--- src/rtl/sobel_kernel_seq.sv ---
// Custom-instruction Sobel engine: holds a 3x3 pixel window and walks 12 kernel taps
// through one shared shift/negate coefficient unit, returning |Gx|+|Gy| plus an edge flag.
module sobel_kernel_seq #(
  parameter logic [7:0]  customId       = 8'h19,
  parameter logic [10:0] THRESH_DEFAULT = 11'd256
) (
  input  logic        clock,
  input  logic        reset,
  input  logic        start,
  input  logic [7:0]  ciN,
  input  logic [31:0] valueA,
  input  logic [31:0] valueB,
  output logic        done,
  output logic [31:0] result
);

  localparam int unsigned PIX_W = 8;
  localparam int unsigned ROW_W = 3 * PIX_W;
  localparam int unsigned ACC_W = 12;
  localparam int unsigned MAG_W = 11;
  localparam int unsigned TAP_W = 4;

  localparam logic [1:0] OP_LOAD    = 2'd0;
  localparam logic [1:0] OP_COMPUTE = 2'd1;
  localparam logic [1:0] OP_SETTH   = 2'd2;
  localparam logic [1:0] OP_CLEAR   = 2'd3;

  typedef enum logic [1:0] {IDLE, ACC, ABS, DONE} state_t;

  state_t                    state_q, state_d;
  logic [TAP_W-1:0]          tap_q, tap_d;
  logic signed [ACC_W-1:0]   gx_q, gx_d, gy_q, gy_d;
  logic [MAG_W-1:0]          thresh_q, thresh_d;
  logic [2:0][ROW_W-1:0]     row_q, row_d;
  logic                      done_q, done_d;
  logic [31:0]               result_q, result_d;

  logic [1:0]                tap_row_c, tap_col_c;
  logic                      tap_neg_c, tap_dbl_c;
  logic [ROW_W-1:0]          sel_row_c;
  logic [PIX_W-1:0]          pix_c;
  logic [ACC_W-1:0]          scaled_c;
  logic signed [ACC_W-1:0]   term_c;
  logic [ACC_W-1:0]          abs_gx_c, abs_gy_c;
  logic [MAG_W-1:0]          mag_c;
  logic                      accept_c;
  logic                      unused_c;

  assign unused_c = ^{valueA[31:24], valueB[31:4]};
  assign accept_c = start && (ciN == customId);

  // Kernel tap table: taps 0-5 build Gx, taps 6-11 build Gy.
  always_comb begin
    tap_row_c = 2'd0;
    tap_col_c = 2'd0;
    tap_neg_c = 1'b0;
    tap_dbl_c = 1'b0;
    case (tap_q)
      4'd0:  begin tap_row_c = 2'd0; tap_col_c = 2'd0; tap_neg_c = 1'b1; end
      4'd1:  begin tap_row_c = 2'd0; tap_col_c = 2'd2; end
      4'd2:  begin tap_row_c = 2'd1; tap_col_c = 2'd0; tap_neg_c = 1'b1; tap_dbl_c = 1'b1; end
      4'd3:  begin tap_row_c = 2'd1; tap_col_c = 2'd2; tap_dbl_c = 1'b1; end
      4'd4:  begin tap_row_c = 2'd2; tap_col_c = 2'd0; tap_neg_c = 1'b1; end
      4'd5:  begin tap_row_c = 2'd2; tap_col_c = 2'd2; end
      4'd6:  begin tap_row_c = 2'd0; tap_col_c = 2'd0; tap_neg_c = 1'b1; end
      4'd7:  begin tap_row_c = 2'd0; tap_col_c = 2'd1; tap_neg_c = 1'b1; tap_dbl_c = 1'b1; end
      4'd8:  begin tap_row_c = 2'd0; tap_col_c = 2'd2; tap_neg_c = 1'b1; end
      4'd9:  begin tap_row_c = 2'd2; tap_col_c = 2'd0; end
      4'd10: begin tap_row_c = 2'd2; tap_col_c = 2'd1; tap_dbl_c = 1'b1; end
      4'd11: begin tap_row_c = 2'd2; tap_col_c = 2'd2; end
      default: ;
    endcase
  end

  // Shared coefficient unit: x1 or x2 (shift) then optional negate.
  always_comb begin
    sel_row_c = row_q[tap_row_c];
    pix_c     = sel_row_c[{tap_col_c, 3'b000} +: PIX_W];
    scaled_c  = tap_dbl_c ? {3'b000, pix_c, 1'b0} : {4'b0000, pix_c};
    term_c    = tap_neg_c ? -$signed(scaled_c) : $signed(scaled_c);
    abs_gx_c  = gx_q[ACC_W-1] ? ACC_W'(-gx_q) : ACC_W'(gx_q);
    abs_gy_c  = gy_q[ACC_W-1] ? ACC_W'(-gy_q) : ACC_W'(gy_q);
    mag_c     = MAG_W'(abs_gx_c) + MAG_W'(abs_gy_c);
  end

  always_ff @(posedge clock) begin
    if (reset) begin
      state_q  <= IDLE;
      tap_q    <= '0;
      gx_q     <= '0;
      gy_q     <= '0;
      thresh_q <= THRESH_DEFAULT;
      row_q    <= '0;
      done_q   <= 1'b0;
      result_q <= '0;
    end else begin
      state_q  <= state_d;
      tap_q    <= tap_d;
      gx_q     <= gx_d;
      gy_q     <= gy_d;
      thresh_q <= thresh_d;
      row_q    <= row_d;
      done_q   <= done_d;
      result_q <= result_d;
    end
  end

  always_comb begin
    state_d  = state_q;
    tap_d    = tap_q;
    gx_d     = gx_q;
    gy_d     = gy_q;
    thresh_d = thresh_q;
    row_d    = row_q;
    done_d   = 1'b0;
    result_d = '0;
    case (state_q)
      IDLE: begin
        if (accept_c) begin
          case (valueB[1:0])
            OP_LOAD: begin
              if (valueB[3:2] != 2'd3) row_d[valueB[3:2]] = valueA[ROW_W-1:0];
              state_d = DONE;
              done_d  = 1'b1;
            end
            OP_COMPUTE: begin
              gx_d    = '0;
              gy_d    = '0;
              tap_d   = '0;
              state_d = ACC;
            end
            OP_SETTH: begin
              thresh_d = valueA[MAG_W-1:0];
              state_d  = DONE;
              done_d   = 1'b1;
            end
            OP_CLEAR: begin
              row_d   = '0;
              state_d = DONE;
              done_d  = 1'b1;
            end
            default: ;
          endcase
        end
      end
      ACC: begin
        if (tap_q < TAP_W'(6)) gx_d = gx_q + term_c;
        else                   gy_d = gy_q + term_c;
        if (tap_q == TAP_W'(11)) begin
          tap_d   = '0;
          state_d = ABS;
        end else begin
          tap_d = tap_q + TAP_W'(1);
        end
      end
      ABS: begin
        state_d  = DONE;
        done_d   = 1'b1;
        result_d = {(mag_c >= thresh_q), 20'b0, mag_c};
      end
      DONE: state_d = IDLE;
      default: state_d = IDLE;
    endcase
  end

  assign done   = done_q;
  assign result = result_q;

endmodule

--- config.mk ---
export PLATFORM = sky130hd
export DESIGN_NAME = sobel_kernel_seq
export DESIGN_NICKNAME = d
export VERILOG_FILES = /design/src/rtl/sobel_kernel_seq.sv
export SDC_FILE = /design/constraint.sdc
export NUM_CORES = 1
export LEC_CHECK = 0
export ABC_AREA = 1
export CORE_UTILIZATION = 25
export CTS_BUF_LIST = sky130_fd_sc_hd__clkbuf_2
export CTS_CLUSTER_SIZE = 30
export DETAILED_ROUTE_END_ITERATION = 7
export PLACE_DENSITY = 0.51
export SETUP_SLACK_MARGIN = 0.05
export SKIP_CTS_REPAIR_TIMING = 1
export SLEW_MARGIN = 5
export SYNTH_ARGS = -nofsm -noshare
export SYNTH_HDL_FRONTEND = slang
export SYNTH_SLANG_ARGS = --single-unit
--- constraint.sdc ---
create_clock -name clock -period 10.5 [get_ports clock]
set_input_delay 1.575 -clock clock [delete_from_list [all_inputs] [get_ports clock]]
set_output_delay 1.575 -clock clock [all_outputs]
set_load 0.03 [all_outputs]
======== Word level (Yosys, flattened, before mapping) ========
Index checks and enable logic that the tools add are counted.
Widths: inputs -> output; s select.
storage, ports and cells
  register bits ........................... 146
  input bits .............................. 75
  output and inout bits ................... 33
  word-level logic and storage cells ...... 103
operators by class
  add/subtract/negate cells ............... 7
  $lt $le $gt $ge ......................... 5
  equal/unequal tests ..................... 25
  shift-type cells ........................ 1
  mux-type cells .......................... 32
  bitwise logic cells ..................... 1
  reduce and logical (&&, ||, !) cells .... 21
operators with widths
  cell                number
  $pmux 72 s2         1
  $bwmux 72           1
  $mux 72             1
  $mux 12             5
  $bmux 24 s2         1
  $demux 24 s2        1
  $mux 24             2
  $pmux 12 s2         2
  $add 12x12->12      2
  $shiftx 24x6->8     1
  $mux 11             2
  $neg 11->11         2
  $eq 4x3->1 const B  4
  $eq 4x4->1 const B  4
  $mux 4              3
  $ne 2x2->1 const B  6
  $neg 9->12          1
  $pmux 2 s2          3
  $reduce_and 4->1    3
  $add 11x11->11      1
  $ge 11x11->1        1
  $reduce_or 5->1     2
  $mux 9              1
  $eq 2x2->1 const B  4
  other kinds (25)    38

======== Longest topological paths before layout ========
Gate-level depths: netlist of run 1.
  depth after elaboration ................. 12
  gate-level depth with buffers ........... 35
  mapped depth without buffers ............ 33

======== Worst setup path before layout of run 1 ========
Ideal clock, no wire load.
  kind .................................... reg-to-reg
  from .................................... reg tap_q[0]
  to ...................................... reg gx_q[10]
  setup time .............................. 0.132 ns
  arrival time ............................ 4.195 ns
  required time ........................... 10.368 ns
  slack ................................... 6.172 ns
  stages on the path, launching flop included .. 33
  path buffers ............................ 2
  period minus slack after synthesis ...... 4.328 ns
  path through ............................ dfxtp_1 -> inv_1 -> ha_1 -> inv_1 -> nand2_2 -> nand2_1 -> buf_2 -> buf_2 -> nand2_1 -> nand3_1 -> nand2_1 -> nand2_1 -> nand2_2 -> nor2_1 -> inv_1 -> ha_1 -> nand2_1 -> o21ai_0 -> inv_1 -> fa_1 -> o31ai_1 -> nand2_1 -> nand2_1 -> a21oi_1 -> nor2_1 -> nor2_1 -> o21bai_1 -> nand2_1 -> nand2_1 -> a21oi_1 -> or2_2 -> nand2_1 -> a21oi_1
between the ends
  word-level cells in the longest chain between the ends .. 12
  elaborated cells on any way between the ends .. 34
  classes of those cells .................. add/sub: 2; order compare: 1; eq/ne: 12; shift: 1; mux: 10; reduce/logical: 8
RTL lines
  what                                                                 RTL line  text
  start: declaration                                                   31        logic [TAP_W-1:0] tap_q, tap_d;
  start signal: assignment                                             98        tap_q <= tap_d;
  $eq 4x4->1, or another cell as far along                             58        case (tap_q)
  $reduce_or 5->1 (no line) / $reduce_or 2->1 (equally long branches)  --
  $pmux 2 s2                                                           58
  $bmux 24 s2                                                          77        sel_row_c = row_q[tap_row_c];
  $mux 24 (not written as such)                                        77
  $shiftx 24x6->8                                                      78        pix_c = sel_row_c[{tap_col_c, 3'b000} +: PIX_W];
  $mux 9                                                               79        scaled_c = tap_dbl_c ? {3'b000, pix_c, 1'b0} : {4'b0000, pix_c};
  $neg 9->12                                                           80        term_c = tap_neg_c ? -$signed(scaled_c) : $signed(scaled_c);
  $mux 12                                                              80
  $add 12x12->12                                                       147       if (tap_q < TAP_W'(6)) gx_d = gx_q + term_c;
  $mux 12                                                              147
  $pmux 12 s2                                                          117       case (state_q)
  end signal: assignment                                               99        gx_q <= gx_d;
  end: declaration                                                     32        logic signed [ACC_W-1:0] gx_q, gx_d, gy_q, gy_d;
Parallel ways exist; a longest one is shown, timed or not. The select of a mux whose other input is x is not followed.
A chain may end at the register's enable or synchronous reset.

======== Worst setup path after layout of run 1 ========
Same ends and word-level chain as after synthesis.

==> key figures, run 1 <==
STA
  • Hold Slack: 0.478 ns
  • Layout Skew: 0.0400 ns
  • Final min period: 5.67 ns
  • Setup TNS: 0 ns
  • Final Hold Fails: 0
  • Crit share post-route: 54.0%
  • Final Worst Setup Slack: 4.83 ns
  • Final Slew Violations: 0
  • Final-report setup violation count: 0
  • Slew @ Worst Pin: 1.01 ns
  • Achievable Freq: 0.176 GHz
  • Max_slew headroom: 32.6%
  • RSZ-0062 raised after global routing: false

Worst setup path
  • Crit path buffers/inverters: 5
  • Most frequent CP cell: nand2_1
  • Required @ worst endpoint: 11.11 ns
  • Reg2reg setup slack: 4.83 ns
  • Worst setup EP type: flop
  • Worst setup SP type: flop
  • Worst path max stage delay: 0.48 ns
  • Critical path class: reg -> reg
  • Crit path max-delay family: simple AND/OR/NAND/NOR gates
  • Critical path arrival: 6.28 ns
  • CP max stage cell: dfxtp_1
  • CP max FO: 33

Floorplanning
  • Ports: 108
  • Std cell rows: 66
  • Die height: 184 um
  • Core area: 32500 um^2
  • Initial Util: 25.4%
  • Die width: 184 um
  • DIE AREA: 33800 um^2

Pwr
  • P_leak: 4.01 nW
  • Power per Cell Area: 269 nW/um^2
  • Peak VDD IR: 126 uV

Cells and area
  • Multi-input gate area: 4900 um^2
  • Area grow syn2layout: 12.7%
  • Final Net Count: 1397
  • Final Util: 28.6%
  • Sequential cell area: 2480 um^2
  • Share of cells above drive strength 1: 7.45%
  • Fill cell count: 3695

Synthesis
  • Synth top area cells: dfxtp_1 30%, nand2_1 15%, a21oi_1 8.8%
  • Post-synth top flop: dfxtp_1
  • Yosys Warn Count: 0
  • Cell variety after synth: 54
  • Post-synth ARST share: 0%
  • Post-synthesis area per instance: 6.69 um^2
  • Post-synth top area cell: dfxtp_1
  • Synth top area share: 30.0%
  • Commonest cells in the netlist: 328 x nand2_1, 146 x a21oi_1, 130 x inv_1, 124 x dfxtp_1, 100 x nor2_1
  • Sequential fraction of the synthesis area: 30.0%
  • Most common cell in the netlist: nand2_1
  • Cells after Synth: 1236
  • Synthesized cell area: 8270 um^2
  • Seq cells post-synth: 124
  • Number of flops mapped to enable cells by yosys: 0

CTS
  • TritonCTS buffer count: 17
  • CTS tree: done
  • Root buf cell: clkbuf_2
  • Max clock buf depth: 2
  • CTS sink count: 124
  • Clk slew on worst S/H paths: 0.22 ns
  • H-Tree Depth: 4
  • Later-pin clock latency in the skew report: 0.74 ns

Routing
  • Final wirelength: 22400 um
  • DR vias/cell: 4.43
  • DR DRC count: 0
  • Via count: 7623
  • First drt pass iteration count: 4
  • Antenna-violating nets left: 0
  • WL/cell: 13.0 um
  • Iter 0 DRT Violations: 420

Global routing
  • Largest net degree at the start of global routing: 82
  • Global-route usage over all layers: 13.7%
  • Vias in the first global route: 7138
  • First-pass GRT wire length: 36700 um
  • Remaining Overflow, GRT: 0
  • Initial antenna violation count: 1

Status
  • Outcome: complete, no violations

Placement
  • Worst slack at placement: 4.92 ns
  • IO buf count: 51
  • GP Congestion: 0.806
  • Hpwl dp: 16300 um

Worst hold path
  • Hold crit path type: reg -> reg

Job
  • Max cap viols: 0
## placed cells by master (no fill, tap or decap), types with 3 or more instances in the layout
cell type / count
nand2_1: 328
a21oi_1: 146
inv_1: 130
dfxtp_1: 124
nor2_1: 100
nand3_1: 68
ha_1: 56
clkdlybuf4s50_1: 50
o21ai_0: 45
xor2_1: 27
nor3_1: 27
conb_1: 20
clkbuf_2: 18
nand2_2: 11
nand3_2: 9
buf_4: 9
xnor2_1: 7
inv_2: 7
o21ai_1: 7
inv_6: 7
a31oi_1: 6
a22oi_1: 6
nand4_1: 5
or2_2: 5
a211oi_1: 4
nand2_4: 3
nor2_2: 3
clkinv_2: 3
o211ai_2: 3
o21bai_1: 3
fa_1: 3
bufinv_16: 3
## cell type report
class,instances,area share [%]
antenna,2,0.0537
clock buffer,18,0.967
clock inverter,14,1.91
inverter,140,5.71
multi-input combinational,920,52.6
sequential,124,26.6
tap,442,5.94
timing repair buffer,60,6.15
## cells by family (layout without fill, tap and decap cells)
kind of cell,count (synthesis),count (layout),synth area share (%)
buffers and inverters,211,232,11.5
other,1,22,0.0454
adders and majority gates,59,59,9.20
and+or+nand+nor,572,572,30.1
xor gates and xnor gates,34,34,3.60
AOI/OAI and AO/OA,235,235,15.5
DFF,124,124,30.0
## tightest hold or removal path: cells and delay by family (launching register included)
kind / cells / cell delay (ns)
AND/OR/NAND/NOR: 1 / 0.06
AO/OA/AOI/OAI: 1 / 0.05
flip-flops: 1 / 0.36
## worst paths after layout
| check | startpoint | endpoint | cells after the start |
|---|---|---|---|
| max reg2reg | tap_q[0] | gx_q[10] | 31 |
| min reg2reg | row_q[40] | row_q[40] | 2 |
| max | tap_q[0] | gx_q[10] | 31 |
| min | row_q[40] | row_q[40] | 2 |
## metrics by stage
stage / cells / instance area (um^2) / power (mW)
2_1_floorplan: 1255 / 8340 / 1.83
3_3_place_gp: 1686 / 9040 / 2.14
3_5_place_dp: 1686 / 9040 / 2.17
4_1_cts: 1718 / 9310 / 2.52
5_1_grt: 1720 / 9320 / 2.78
6_report: 1720 / 9320 / 2.50
## power breakdown
group          leakage [nW]  total, mW  internal, mW  switching, mW
sequential             1.00      0.524         0.496         0.0277
combinational          2.85       1.63         0.555           1.07
clock                 0.161      0.352         0.139          0.213
total                  4.01       2.50          1.19           1.31
## state kept, by name, summed over array words and instances, names as in the netlist
register,cells
result,12
thresh_q,11
gx_q,12
row_q,70
tap_q,4
state_q,2
done,1
gy_q,12
## metal layers
layer | wire (um) | track usage [%] | vias to the layer above
li1 | - | - | 4012
met1 | 11400 | 18.5 | 3492
met2 | 10100 | 22.3 | 103
met3 | 687 | 2.83 | 16
met4 | 238 | 3.10 | 0
met5 | 0 | 0 | -
No activity file was read; power rests on OpenSTA's default activity.
==> inputs of run 2 (changes only) <==
==> constraint.sdc (replaced) <==
create_clock -name clock -period 5.35 [get_ports clock]
set_input_delay 0.8025 -clock clock [delete_from_list [all_inputs] [get_ports clock]]
set_output_delay 0.8025 -clock clock [all_outputs]
set_load 0.03 [all_outputs]
==> run 2 against run 1 <==
  * Combinational power increased by 100%
  * Clock skew rose by 0.0086 ns
  * Core utilization rose by 0.23 points
  * Critical path depth is the same
  * First-iteration DRC count increased by 18%
  * Total power up 96%
  * Largest power group unchanged
  * Highest routed layer unchanged
==> key figures, run 2 (synthesized netlist as in run 1, its figures left out) <==
Status
  • Outcome: complete, no violations

CTS
  • Root buf cell: clkbuf_2
  • Later-pin clock latency in the skew report: 0.71 ns
  • TritonCTS buffer count: 17
  • Clk slew on worst S/H paths: 0.20 ns
  • CTS tree: done
  • Max clock buf depth: 2
  • CTS sink count: 124
  • H-Tree Depth: 4

Pwr
  • Gate power share: 67.5%
  • Clock power frac: 11.5%
  • Sw frac: 53.1%
  • Peak VDD IR: 292 uV
  • P_leak: 4.05 nW
  • NetSw: 2.60 mW
  • Power per Cell Area: 522 nW/um^2
  • Internal power: 2.30 mW
  • Sequential power share: 21.0%

Placement
  • Hpwl dp: 16700 um
  • GP Congestion: 0.809
  • IO buf count: 51
  • Placed Instances: 1701

Floorplanning
  • Initial Util: 25.4%
  • Die width: 184 um
  • Core area: 32500 um^2
  • Die height: 184 um
  • Std cell rows: 66
  • DIE AREA: 33800 um^2
  • Ports: 108

Routing
  • Antenna-violating nets left: 0
  • DR vias/cell: 4.46
  • DR DRC count: 0
  • First drt pass iteration count: 7
  • Final wirelength: 22700 um
  • WL/cell: 13.1 um
  • Via count: 7730
  • Iter 0 DRT Violations: 496

Cells and area
  • Final Net Count: 1412
  • Commonest non-fill, non-tap cell in the layout: nand2_1
  • Share of cells above drive strength 1: 8.83%
  • Largest register by flop count: row_q
  • Finished Layout Cells: 1735
  • Fill cell count: 3715
  • Final Util: 28.9%
  • Largest register FFs: 70
  • Area grow syn2layout: 13.6%
  • Commonest non-fill, non-tap cells in the layout: 328 x nand2_1, 145 x a21oi_1, 130 x inv_1, 122 x dfxtp_1, 99 x nor2_1

Global routing
  • Remaining Overflow, GRT: 0
  • Global-route usage over all layers: 14.1%
  • Vias in the first global route: 7175
  • Largest net degree at the start of global routing: 82
  • Initial antenna violation count: 1
  • First-pass GRT wire length: 37400 um

STA
  • Max_slew headroom: 16.3%
  • Layout Skew: 0.0486 ns
  • Crit share post-route: 87.9%
  • Achievable Freq: 0.213 GHz
  • Final Hold Fails: 0
  • Setup TNS: 0 ns
  • Final Slew Violations: 0
  • Slew @ Worst Pin: 1.25 ns
  • Final-report setup violation count: 0
  • RSZ-0062 raised after global routing: false
  • Hold Slack: 0.441 ns
  • Final min period: 4.71 ns

Worst setup path
  • Worst setup EP type: flop
  • Worst setup SP type: flop
  • Required @ worst endpoint: 5.92 ns
  • Critical path arrival: 5.28 ns
  • CP max stage cell: dfxtp_1
  • Worst setup startpoint: tap_q[1]
  • Critical path class: reg -> reg
  • Worst path max stage delay: 0.44 ns
  • Critical R2R Launch: tap_q[1]
  • Most frequent CP cell: nand3_1
  • CP max FO: 13

Worst hold path
  • Hold Crit Start: reset
  • Hold crit path type: in -> reg

Job
  • Max cap viols: 0
==> run 2: changes by cell type in the layout (fill, tap and decap cells not counted), moves of 2 or more <==
cell,delta
buf_4,+14
inv_6,-4
bufinv_16,-2
clkinv_1,+2
clkinv_4,+2
dfxtp_1,-2
dfxtp_2,+2
==> run 2: critical path, delay by kind of cell, from the launching register on <==
kind,cells,cell delay (ns)
AO/OA/AOI/OAI,8,1.07
buffers and inverters,5,0.35
adder cells (fa/ha/maj),3,0.76
XOR/XNOR,1,0.11
flip-flops,1,0.44
AND/OR/NAND/NOR,14,1.83
==> run 2: layer usage <==
metal	wire length [um]	up-vias	GRT usage, %
met2	10400	155	22.8
met4	265	0	3.97
met1	11200	3513	19.2
li1	-	4046	-
met5	0	-	0
met3	827	16	2.30
==> run 2: path summary, 6_finish.rpt <==
kind                     to  slack (ns)  depth (start not counted)
hold reg to reg   row_q[61]        0.48                          2
setup reg to reg   gy_q[11]        0.64                         31
hold / removal      gx_q[1]        0.44                          2
setup / recovery   gy_q[11]        0.64                         31
==> run 2: layout make-up <==
type | count | area, um^2 | area share (%)
repair buffers | 75 | 689 | 7.34
clock inverters | 14 | 120 | 1.28
diodes | 2 | 5.00 | 0.0533
flip-flops and latches | 124 | 2480 | 26.5
clock buffers | 18 | 90.1 | 0.959
inverters | 140 | 532 | 5.66
well taps | 442 | 553 | 5.89
multi-input cells | 920 | 4920 | 52.4
==> run 2: through the flow <==
step                      total power, mW  setup WS, ns  cell area, um^2
final                                4.90         0.645             9390
after global routing                 5.47        0.0107             9390
after CTS                            4.93         0.492             9370
after detailed placement             4.34         0.511             9160
after global placement               4.28         0.561             9160
after floorplan                      3.60          1.02             8340
==> run 2: power groups by stage <==
stage / combinational, mW / sequential, mW / clock (mW)
2_1_floorplan: 2.56 / 1.04 / 0
3_3_place_gp: 3.23 / 1.05 / 0
3_5_place_dp: 3.29 / 1.05 / 0
4_1_cts: 3.31 / 1.03 / 0.589
5_1_grt: 3.80 / 1.04 / 0.625
6_report: 3.31 / 1.03 / 0.562
